$ cat src/rtl/calc_acc_seq_if.sv
`default_nettype none
// ============================================================================
// Module      : calc_acc_seq_if
// Description : Operand/command and result bundle between the switch/button
//               front end (master) and the accumulator calculator (slave).
//               master drives : button, func, num1, num2
//               slave drives  : cal_result, busy, done, ovf, err_div0
// Revision    : 1.0 - initial release
// ============================================================================
interface calc_acc_seq_if #(
    parameter int DATA_W = 8,
    parameter int ACC_W  = 32
);
    logic              button;
    logic [2:0]        func;
    logic [DATA_W-1:0] num1;
    logic [DATA_W-1:0] num2;
    logic [ACC_W-1:0]  cal_result;
    logic              busy;
    logic              done;
    logic              ovf;
    logic              err_div0;

    modport master (
        output button, func, num1, num2,
        input  cal_result, busy, done, ovf, err_div0
    );

    modport slave (
        input  button, func, num1, num2,
        output cal_result, busy, done, ovf, err_div0
    );
endinterface
`default_nettype wire

$ cat src/rtl/calc_acc_seq.sv
`default_nettype none
// ============================================================================
// Module      : calc_acc_seq
// Description : Unsigned accumulator calculator. ADD/SUB/CLEAR/NO-OP finish
//               in the start cycle; MUL/SQUARE/DIV/MOD share one iterative
//               shift datapath (ACC_W steps) with busy/done handshake.
// Ports       : clk_g  - system clock (rising edge)
//               rst_n  - asynchronous active-low reset
//               bus    - calc_acc_seq_if.slave (button, func, num1, num2 in;
//                        cal_result, busy, done, ovf, err_div0 out)
// Revision    : 1.0 - initial release
// ============================================================================
module calc_acc_seq #(
    parameter int DATA_W = 8,
    parameter int ACC_W  = 32
) (
    input  wire logic     clk_g,
    input  wire logic     rst_n,
    calc_acc_seq_if.slave bus
);
    localparam int CNT_W = $clog2(ACC_W + 1);

    localparam logic [2:0] c_OP_ADD = 3'b000;
    localparam logic [2:0] c_OP_SUB = 3'b001;
    localparam logic [2:0] c_OP_MUL = 3'b010;
    localparam logic [2:0] c_OP_DIV = 3'b011;
    localparam logic [2:0] c_OP_MOD = 3'b100;
    localparam logic [2:0] c_OP_SQR = 3'b101;
    localparam logic [2:0] c_OP_CLR = 3'b110;

    typedef enum logic [1:0] {
        S_IDLE   = 2'd0,
        S_ITER   = 2'd1,
        S_FINISH = 2'd2
    } state_t;

    typedef enum logic [1:0] {
        K_MUL = 2'd0,
        K_DIV = 2'd1,
        K_MOD = 2'd2
    } kind_t;

    state_t             r_state;
    kind_t              r_kind;
    logic [CNT_W-1:0]   r_cnt;
    logic [2*ACC_W-1:0] r_pq;     // product (MUL) or {remainder, quotient} (DIV)
    logic [ACC_W-1:0]   r_opd;    // multiplicand or divisor
    logic [ACC_W-1:0]   r_acc;
    logic               r_first;
    logic               r_btn_q;
    logic               r_busy;
    logic               r_done;
    logic               r_ovf;
    logic               r_div0;

    logic               w_start;
    logic [ACC_W-1:0]   w_a;
    logic [ACC_W-1:0]   w_b;
    logic [ACC_W-1:0]   w_sq;
    logic [ACC_W:0]     w_add;
    logic [ACC_W-1:0]   w_sub;
    logic [ACC_W:0]     w_mul_sum;
    logic [2*ACC_W-1:0] w_mul_next;
    logic [ACC_W:0]     w_div_top;
    logic               w_div_ge;
    logic [ACC_W-1:0]   w_div_rem;
    logic [2*ACC_W-1:0] w_div_next;
    logic [2*ACC_W-1:0] w_step;

    assign w_start = bus.button & ~r_btn_q & (r_state == S_IDLE);
    assign w_a     = r_first ? r_acc : ACC_W'(bus.num1);
    assign w_b     = ACC_W'(bus.num2);
    // Square uses num2 on the first op and the accumulator when chained.
    assign w_sq    = r_first ? r_acc : w_b;
    assign w_add   = {1'b0, w_a} + {1'b0, w_b};
    assign w_sub   = w_a - w_b;

    // Shift-add multiply step: conditionally add into the upper half, then
    // shift the whole product right; the multiplier drains out of the LSBs.
    assign w_mul_sum  = {1'b0, r_pq[2*ACC_W-1:ACC_W]} + (r_pq[0] ? {1'b0, r_opd} : '0);
    assign w_mul_next = {w_mul_sum, r_pq[ACC_W-1:1]};

    // Restoring divide step: shift the next dividend bit into the remainder,
    // subtract the divisor if it fits, and shift the quotient bit in at LSB.
    // The shifted remainder is < 2*divisor, so ACC_W+1 bits suffice and the
    // restored difference always fits in ACC_W bits.
    assign w_div_top  = r_pq[2*ACC_W-1:ACC_W-1];
    assign w_div_ge   = (w_div_top >= {1'b0, r_opd});
    assign w_div_rem  = w_div_top[ACC_W-1:0] - r_opd;
    assign w_div_next = {(w_div_ge ? w_div_rem : w_div_top[ACC_W-1:0]),
                         r_pq[ACC_W-2:0], w_div_ge};

    assign w_step = (r_kind == K_MUL) ? w_mul_next : w_div_next;

    always_ff @(posedge clk_g or negedge rst_n) begin
        if (!rst_n) begin
            r_state <= S_IDLE;
            r_kind  <= K_MUL;
            r_cnt   <= '0;
            r_pq    <= '0;
            r_opd   <= '0;
            r_acc   <= '0;
            r_first <= 1'b0;
            r_btn_q <= 1'b0;
            r_busy  <= 1'b0;
            r_done  <= 1'b0;
            r_ovf   <= 1'b0;
            r_div0  <= 1'b0;
        end else begin
            r_btn_q <= bus.button;
            r_done  <= 1'b0;
            case (r_state)
                S_IDLE: begin
                    if (w_start) begin
                        r_ovf  <= 1'b0;
                        r_div0 <= 1'b0;
                        case (bus.func)
                            c_OP_ADD: begin
                                r_acc   <= w_add[ACC_W-1:0];
                                r_ovf   <= w_add[ACC_W];
                                r_first <= 1'b1;
                                r_done  <= 1'b1;
                            end
                            c_OP_SUB: begin
                                r_acc   <= w_sub;
                                r_ovf   <= (w_a < w_b);
                                r_first <= 1'b1;
                                r_done  <= 1'b1;
                            end
                            c_OP_MUL, c_OP_SQR: begin
                                r_kind  <= K_MUL;
                                r_pq    <= {{ACC_W{1'b0}}, (bus.func == c_OP_SQR) ? w_sq : w_a};
                                r_opd   <= (bus.func == c_OP_SQR) ? w_sq : w_b;
                                r_cnt   <= '0;
                                r_busy  <= 1'b1;
                                r_state <= S_ITER;
                            end
                            c_OP_DIV, c_OP_MOD: begin
                                if (w_b == '0) begin
                                    r_div0 <= 1'b1;
                                    r_done <= 1'b1;
                                end else begin
                                    r_kind  <= (bus.func == c_OP_DIV) ? K_DIV : K_MOD;
                                    r_pq    <= {{ACC_W{1'b0}}, w_a};
                                    r_opd   <= w_b;
                                    r_cnt   <= '0;
                                    r_busy  <= 1'b1;
                                    r_state <= S_ITER;
                                end
                            end
                            c_OP_CLR: begin
                                r_acc   <= '0;
                                r_first <= 1'b0;
                                r_done  <= 1'b1;
                            end
                            default: begin
                                r_done <= 1'b1;
                            end
                        endcase
                    end
                end
                S_ITER: begin
                    r_pq  <= w_step;
                    r_cnt <= r_cnt + 1'b1;
                    if (r_cnt == CNT_W'(ACC_W - 1)) begin
                        r_state <= S_FINISH;
                    end
                end
                S_FINISH: begin
                    case (r_kind)
                        K_MUL: begin
                            r_acc <= r_pq[ACC_W-1:0];
                            r_ovf <= |r_pq[2*ACC_W-1:ACC_W];
                        end
                        K_DIV:   r_acc <= r_pq[ACC_W-1:0];
                        default: r_acc <= r_pq[2*ACC_W-1:ACC_W];
                    endcase
                    r_first <= 1'b1;
                    r_done  <= 1'b1;
                    r_busy  <= 1'b0;
                    r_state <= S_IDLE;
                end
                default: begin
                    r_busy  <= 1'b0;
                    r_state <= S_IDLE;
                end
            endcase
        end
    end

    assign bus.cal_result = r_acc;
    assign bus.busy       = r_busy;
    assign bus.done       = r_done;
    assign bus.ovf        = r_ovf;
    assign bus.err_div0   = r_div0;
endmodule
`default_nettype wire

$ cat src/flat_wrapper.sv
// flat-port wrapper written by rule: the top's interface ports become plain ports
module calc_acc_seq_flat 
#(
    parameter int DATA_W = 8,
    parameter int ACC_W  = 32
)
  (clk_g, rst_n, bus_button, bus_func, bus_num1, bus_num2, bus_cal_result, bus_busy, bus_done, bus_ovf, bus_err_div0);
  calc_acc_seq_if #(.DATA_W(DATA_W), .ACC_W(ACC_W)) bus_i ();
  input  wire logic clk_g;
  input  wire logic rst_n;
  input wire logic [$bits(bus_i.button)-1:0] bus_button;
  input wire logic [$bits(bus_i.func)-1:0] bus_func;
  input wire logic [$bits(bus_i.num1)-1:0] bus_num1;
  input wire logic [$bits(bus_i.num2)-1:0] bus_num2;
  output wire logic [$bits(bus_i.cal_result)-1:0] bus_cal_result;
  output wire logic [$bits(bus_i.busy)-1:0] bus_busy;
  output wire logic [$bits(bus_i.done)-1:0] bus_done;
  output wire logic [$bits(bus_i.ovf)-1:0] bus_ovf;
  output wire logic [$bits(bus_i.err_div0)-1:0] bus_err_div0;
  assign bus_i.button = bus_button;
  assign bus_i.func = bus_func;
  assign bus_i.num1 = bus_num1;
  assign bus_i.num2 = bus_num2;
  assign bus_cal_result = bus_i.cal_result;
  assign bus_busy = bus_i.busy;
  assign bus_done = bus_i.done;
  assign bus_ovf = bus_i.ovf;
  assign bus_err_div0 = bus_i.err_div0;
  calc_acc_seq #(.DATA_W(DATA_W), .ACC_W(ACC_W)) u_core (.clk_g(clk_g), .rst_n(rst_n), .bus(bus_i));
endmodule
$ cat config.mk
export PLATFORM = sky130hd
export DESIGN_NAME = calc_acc_seq_flat
export DESIGN_NICKNAME = d
export VERILOG_FILES = /design/src/rtl/calc_acc_seq_if.sv /design/src/rtl/calc_acc_seq.sv /design/src/flat_wrapper.sv
export SDC_FILE = /design/constraint.sdc
export NUM_CORES = 1
export LEC_CHECK = 0
export CORE_MARGIN = 4
export CORE_UTILIZATION = 60
export DETAILED_ROUTE_END_ITERATION = 8
export HOLD_SLACK_MARGIN = 0.12
export PLACE_DENSITY = 0.79
export SLEW_MARGIN = 20
export SYNTH_ARGS = -nofsm -noshare
export SYNTH_HDL_FRONTEND = slang
export SYNTH_SLANG_ARGS = --single-unit
$ cat constraint.sdc
create_clock -name clk_g -period 8.75 [get_ports clk_g]
set_input_delay 1.75 -clock clk_g [delete_from_list [all_inputs] [get_ports clk_g]]
set_output_delay 1.75 -clock clk_g [all_outputs]
set_load 0.05 [all_outputs]
Word-level counts from Yosys, hierarchy flattened
Cells that the tools add are included.
{"block": "totals", "regBits": 144, "input_bits": 22, "wordCells": 106}
{"block": "op_classes", "addsub": 5, "order_cmp": 2, "eq_ne": 18, "n_mux": 45, "bitwise_logic": 4, "reduce_logical": 20}
{"cell": "32-bit 2-to-1 mux", "n": 9}
{"cell": "64-bit one-hot mux with 2 select lines", "n": 2}
{"cell": "64-bit 2-to-1 mux", "n": 3}
{"cell": "32-bit one-hot mux with 2 select lines", "n": 2}
{"cell": "32-bit one-hot mux with 3 select lines", "n": 1}
{"cell": "32-bit by 33-bit adder with 33-bit output", "n": 1}
{"cell": "32-bit by 8-bit adder with 33-bit output", "n": 1}
{"cell": "33-bit by 32-bit >= comparator with 1-bit output", "n": 1}
{"cell": "32-bit zero test", "n": 1}
{"cell": "32-bit by 8-bit less-than comparator with 1-bit output", "n": 1}
{"cell": "32-bit OR reduction", "n": 1}
{"cell": "32-bit subtractor", "n": 1}
{"cell": "32-bit by 8-bit subtractor with 32-bit output", "n": 1}
{"cell": "6-bit one-hot mux with 2 select lines", "n": 2}
{"cell": "1-bit one-hot mux with 2 select lines", "n": 8}
{"cell": "4-bit AND reduction", "n": 4}
{"cell": "6-bit 2-to-1 mux", "n": 2}
{"cell": "2-bit one-hot mux with 2 select lines", "n": 3}
{"cell": "2-bit 2-to-1 mux", "n": 5}
{"cell": "3-bit equality test, second input constant", "n": 3}
{"cell": "3-bit inequality test, second input constant", "n": 3}
{"cell": "3-bit AND reduction", "n": 3}
{"cell": "1-bit 2-to-1 mux", "n": 8}
{"cell": "2-bit OR reduction", "n": 4}
{"cell": "15 further kinds", "n": 24}

Depth between registers and ports, before layout
{"block": "logic_depth", "depth_word": 5, "ltp_mapped": 20}

Worst setup path after synthesis
No wires, ideal clock.
{"block": "synth_path", "kind": "in2reg", "from": "in bus_num1[0]", "to": "reg u_core.r_acc[30] (netlist: u_core.bus.cal_result[30])", "t_arrival_ns": 4.186, "setup_slack_ns": 4.439, "cell_stages": 15, "path_cell_list": "inv_1 o21a_1 inv_1 ha_1 inv_1 fa_1 o21bai_1 a21oi_1 o21ba_2 o21ai_0 nand2_1 nor4_1 nand3_1 xnor2_1 o2bb2ai_1"}
{"block": "synth_via", "elab_chain_len": 5, "elab_cells_between_ends": 6, "classes_between": "add/sub: 2; mux: 4"}
{"item": "start: declaration", "line_no": "flat_wrapper.sv:13", "rtl": "input wire logic [$bits(bus_i.num1)-1:0] bus_num1;"}
{"item": "32-bit 2-to-1 mux (*)", "line_no": "calc_acc_seq.sv:71", "rtl": "assign w_a = r_first ? r_acc : ACC_W'(bus.num1);"}
{"item": "32-bit by 8-bit subtractor with 32-bit output or 32-bit by 8-bit adder with 33-bit output (tied branches)", "line_no": "calc_acc_seq.sv:76, calc_acc_seq.sv:75"}
{"item": "32-bit one-hot mux with 3 select lines (*)", "line_no": "calc_acc_seq.sv:117", "rtl": "case (bus.func)"}
{"item": "32-bit 2-to-1 mux (*)", "line_no": "calc_acc_seq.sv:114", "rtl": "if (w_start) begin"}
{"item": "32-bit one-hot mux with 2 select lines (*)", "line_no": "calc_acc_seq.sv:112", "rtl": "case (r_state)"}
{"item": "end signal: assignment", "line_no": "calc_acc_seq.sv:119", "rtl": "r_acc <= w_add[ACC_W-1:0];"}
{"item": "end signal: assignment", "line_no": "calc_acc_seq.sv:125", "rtl": "r_acc <= w_sub;"}
{"item": "end signal: assignment", "line_no": "calc_acc_seq.sv:172", "rtl": "r_acc <= r_pq[ACC_W-1:0];"}
{"item": "end: declaration", "line_no": "calc_acc_seq.sv:48", "rtl": "logic [ACC_W-1:0] r_acc;"}
Mark *: on every way between the ends. The rest lies on a longest branch, timed or not. The select of a mux whose other input is x is not followed.
A chain may end at the register's enable or synchronous reset.

Worst setup path in the final report
{"block": "layout_path", "from": "in bus_num1[1]", "to": "reg u_core.r_acc[29] (netlist: u_core.bus.cal_result[29])"}
The elaborated chain is that of the path after synthesis.

==> results.txt <==
----------------------------------------------------
[Synthesis]
  Post-synth EDFFs ... 0
  Top cells by count, synth ... nand2_1, a21oi_1, dfrtp_1, nor2_1, o21ai_0
  Post-synthesis cell type count ... 83
  Largest area contributor in the synthesized netlist ... dfrtp_1
  Synthesized netlist cell count ... 1778
  Fraction of registers with async set/reset ... 100.0%
  Top-count cell post-synth ... nand2_1
  Synth Flop Type ... dfrtp_1
  Total nets after synthesis ... 1886
  Cell Area, Synth ... 0.01349 mm^2
  Cell types occupying the most area after synthesis ... dfrtp_1, ha_1, a21oi_1, nand2_1, o21ai_0
  Synth Area per Inst ... 7.585 um^2
  Number of storage elements in the synthesis netlist ... 144
  Number of warnings reported in the yosys synthesis log ... 0
  Share of the yosys chip area belonging to registers ... 26.72%
  Top-area cell type share of the netlist area ... 26.72%

[Placement]
  Weighted congestion reported at the end of routability-driven placement ... 0.9744
  Placed wire-length estimate ... 31.42 mm
  Cell count after placement ... 2002
  Number of buffer cells added on primary ports ... 57

[Die]
  I/O pin cnt ... 58
  Initial cell density of the core ... 61.42%
  Core area ... 0.02196 mm^2
  Die Width ... 157.9 um
  Floorplan die area ... 0.02494 mm^2
  Height of the chip ... 157.9 um
  Count of standard-cell rows ... 54

[Min path]
  Hold crit path type ... flop to flop
  End point of the worst hold path ... u_core.r_state[1]$_DFFE_PN0P_
  Hold path startpoint ... u_core.r_cnt[5]$_DFFE_PN0P_
  Hold Path Cell Cnt ... 1

[Clock network]
  H-Tree Depth ... 4
  Gates resized, CTS repair ... 0
  CTS sink cnt ... 144
  Number of clock buffers inserted by TritonCTS ... 17
  Longest Clk Path Bufs ... 2
  Hold bufs inserted after CTS ... 0
  Cell at the root of the clock tree ... clkbuf_16
  Buffers inserted by post-CTS timing repair ... 0
  Clock tree from TritonCTS ... yes
  Reg clk slew, reported paths ... 0.07 ns
  Clock Latency Late Sink ... 0.44 ns

[Route]
  Via-to-Cell Ratio ... 6.804
  Residual DRC count ... 0
  DRT Wirelength ... 43.45 mm
  Routed wirelength normalized by instance count ... 21.36 um
  Drt pass-1 iters ... 6
  Final antenna-violating net count ... 0
  Count of routing violations after the opening detailed-route iteration ... 1792
  DR vias ... 13840

[Run]
  Max-cap violations ... 0

[STA]
  Clock skew after layout ... 0.01432 ns
  Pins Over Slew Limit ... 0
  Total Negative Setup Slacks ... 0 ns
  Timing-limited maximum frequency ... 204.7 MHz
  Max-Slew Margin vs Limit ... 29.01%
  Setup repair after global routing missed its margin ... false
  Final min period ... 4.886 ns
  Number of failing setup endpoints in the final timing report ... 0
  Final worst path period share ... 55.84%
  Number of hold-slack violations in the final timing report ... 0
  Slew @ Worst Pin ... 1.065 ns

[Critical path]
  Worst-path fanout max ... 6
  Kind of launch point of the worst setup path ... input pin
  Worst Reg-to-Reg Cells ... 13
  Critical path's top delay family ... compound AO/OA/AOI/OAI gates
  CP Data Arrival Time ... 5.21 ns
  Maximum cell stage delay along the critical path ... 0.86 ns
  Most Frequent Cell on Critical Path ... a21oi_1
  Startpoint of the lowest-slack register-to-register path ... u_core.r_pq[0]$_DFFE_PN0P_
  Crit path max-delay cell type ... a2111oi_0
  Critical register-to-register path endpoint ... u_core.r_pq[63]$_DFFE_PN0P_
  Cell-by-cell listing of the critical path ... clkdlybuf4s50_1 -> inv_1 -> o21a_1 -> inv_1 -> ha_1 -> nor2b_1 -> o21ai_0 -> a2111oi_0 -> nor3_1 -> o211ai_1 -> a21oi_1 -> xnor2_1 -> a21oi_1 -> a21oi_1
  Register-to-Register Setup Slack ... 4.54 ns
  Worst Path Class, Setup ... input pin to flop
  CP bufs+invs ... 3
  Required time worst endpoint ... 9.07 ns
  Worst setup EP type ... flop

[Layout]
  Fin util ... 66.44%
  Final #Nets ... 1849
  Share of cells above drive strength 1 ... 5.530%
  Layout area overhead ... 8.173%
  Final std cells w/o fill ... 2034
  Diode insertion count for antenna repair ... 0

[GRT]
  All-Layer GR Usage ... 34.90%
  Total congestion overflow ... 0
  Wire length of the first global-routing pass ... 69.28 mm
  Largest net degree at the start of global routing ... 90
  Antenna violations before repair ... 0
  Number of global-route vias before repair ... 12560

[Pwr]
  Post-layout total power ... 6.307 mW
  IR drop worst, VDD ... 425.5 uV
  Cell area power density ... 432.3 mW/mm^2
  Standby leakage power ... 6.196 nW

[Status]
  Status ... finished, final reports clean

----------------------------------------------------
-- layer usage --
layer | vias to the layer above | GRT usage, % | wire length [um]
met1 | 6588 | 53.27 | 19230
li1 | 6410 | - | -
met5 | - | 0 | 0
met2 | 781 | 52.39 | 18920
met4 | 0 | 8.562 | 821
met3 | 60 | 4.757 | 4467
-- cell families (layout without fill, tap and decap cells) --
| kind of cell | after synthesis | in the layout | share of synthesized area (%) |
|---|---|---|---|
| and+or+nand+nor | 605 | 605 | 21.18 |
| AOI/OAI and AO/OA | 603 | 603 | 28.56 |
| buffers and inverters | 209 | 185 | 6.142 |
| DFF | 144 | 144 | 26.72 |
| adders and majority gates | 86 | 86 | 8.201 |
| xor gates and xnor gates | 77 | 77 | 5.000 |
| muxes | 54 | 54 | 4.203 |
-- through the flow --
step                worst slack (ns)  area, um^2  hold WS [ns]
global placement               3.500       14020        0.4699
finish                         3.864       14590        0.4803
CTS                            3.910       14580        0.4838
global route                   3.672       14590        0.5076
detailed placement             3.462       14020        0.4693
floorplan                      4.439       13490        0.4548
-- sequential cells by signal, summed over array words and instances (netlist names), 2 cells and up --
name	count
u_core.r_opd	32
u_core.r_pq	64
u_core.r_kind	2
u_core.bus.cal_result	32
u_core.r_state	2
u_core.r_cnt	6
-- worst register-to-register path: stages (launching register included) --
cell and delay, ns:
dfrtp_1 1.04, and2_1 0.25, ha_1 0.22, inv_1 0.07
fa_1 0.42, nor2b_1 0.19, o31a_1 0.24, o31ai_2 0.11
a21boi_1 0.35, a31oi_1 0.24, o21ai_0 0.32, a31oi_1 0.15
or3_1 0.39, a21oi_2 0.14
-- final cells by class --
cell class,count,area (um^2)
clock buffer,18,439.2
clock inverter,14,123.9
fill,1917,7370
inverter,82,307.8
multi-input combinational,1425,9084
sequential,144,3607
tap,280,350.3
timing repair buffer,71,676.9
-- worst max-delay path by stage --
stage,from,end,slack (ns),cells after the start
finish,bus_num1[1],u_core.bus.cal_result[29]$_DFFE_PN0P_,3.86,14
global route,bus_num1[1],u_core.bus.cal_result[29]$_DFFE_PN0P_,3.67,14
CTS,bus_num1[0],u_core.bus.cal_result[30]$_DFFE_PN0P_,3.91,16
detailed placement,bus_num1[0],u_core.bus.cal_result[30]$_DFFE_PN0P_,3.46,16
global placement,bus_num1[0],u_core.bus.cal_result[30]$_DFFE_PN0P_,3.50,16
floorplan,bus_num1[0],u_core.bus.cal_result[30]$_DFFE_PN0P_,4.44,15
-- power breakdown --
part	switching, mW	leakage (nW)	internal [mW]
logic	2.54	4.10	1.56
clock network	0.329	0.268	0.379
registers	0.546	1.83	0.945
-- placed cells by master, fill, tap and decap left out, types with 21 or more instances in the layout --
cell type        count
a21oi_1            169
mux2_2              21
xor2_1              30
a21o_1              22
a221o_1             23
nand2_1            211
nor2_1             138
mux2i_1             33
nor3_1              31
ha_1                82
nand3_1             39
dfrtp_1            143
a31oi_1             49
nand4_1             40
xnor2_1             47
o21ai_0            137
and2_1              41
clkdlybuf4s50_1     56
inv_1               81
No activity file was read; power rests on OpenSTA's default activity.
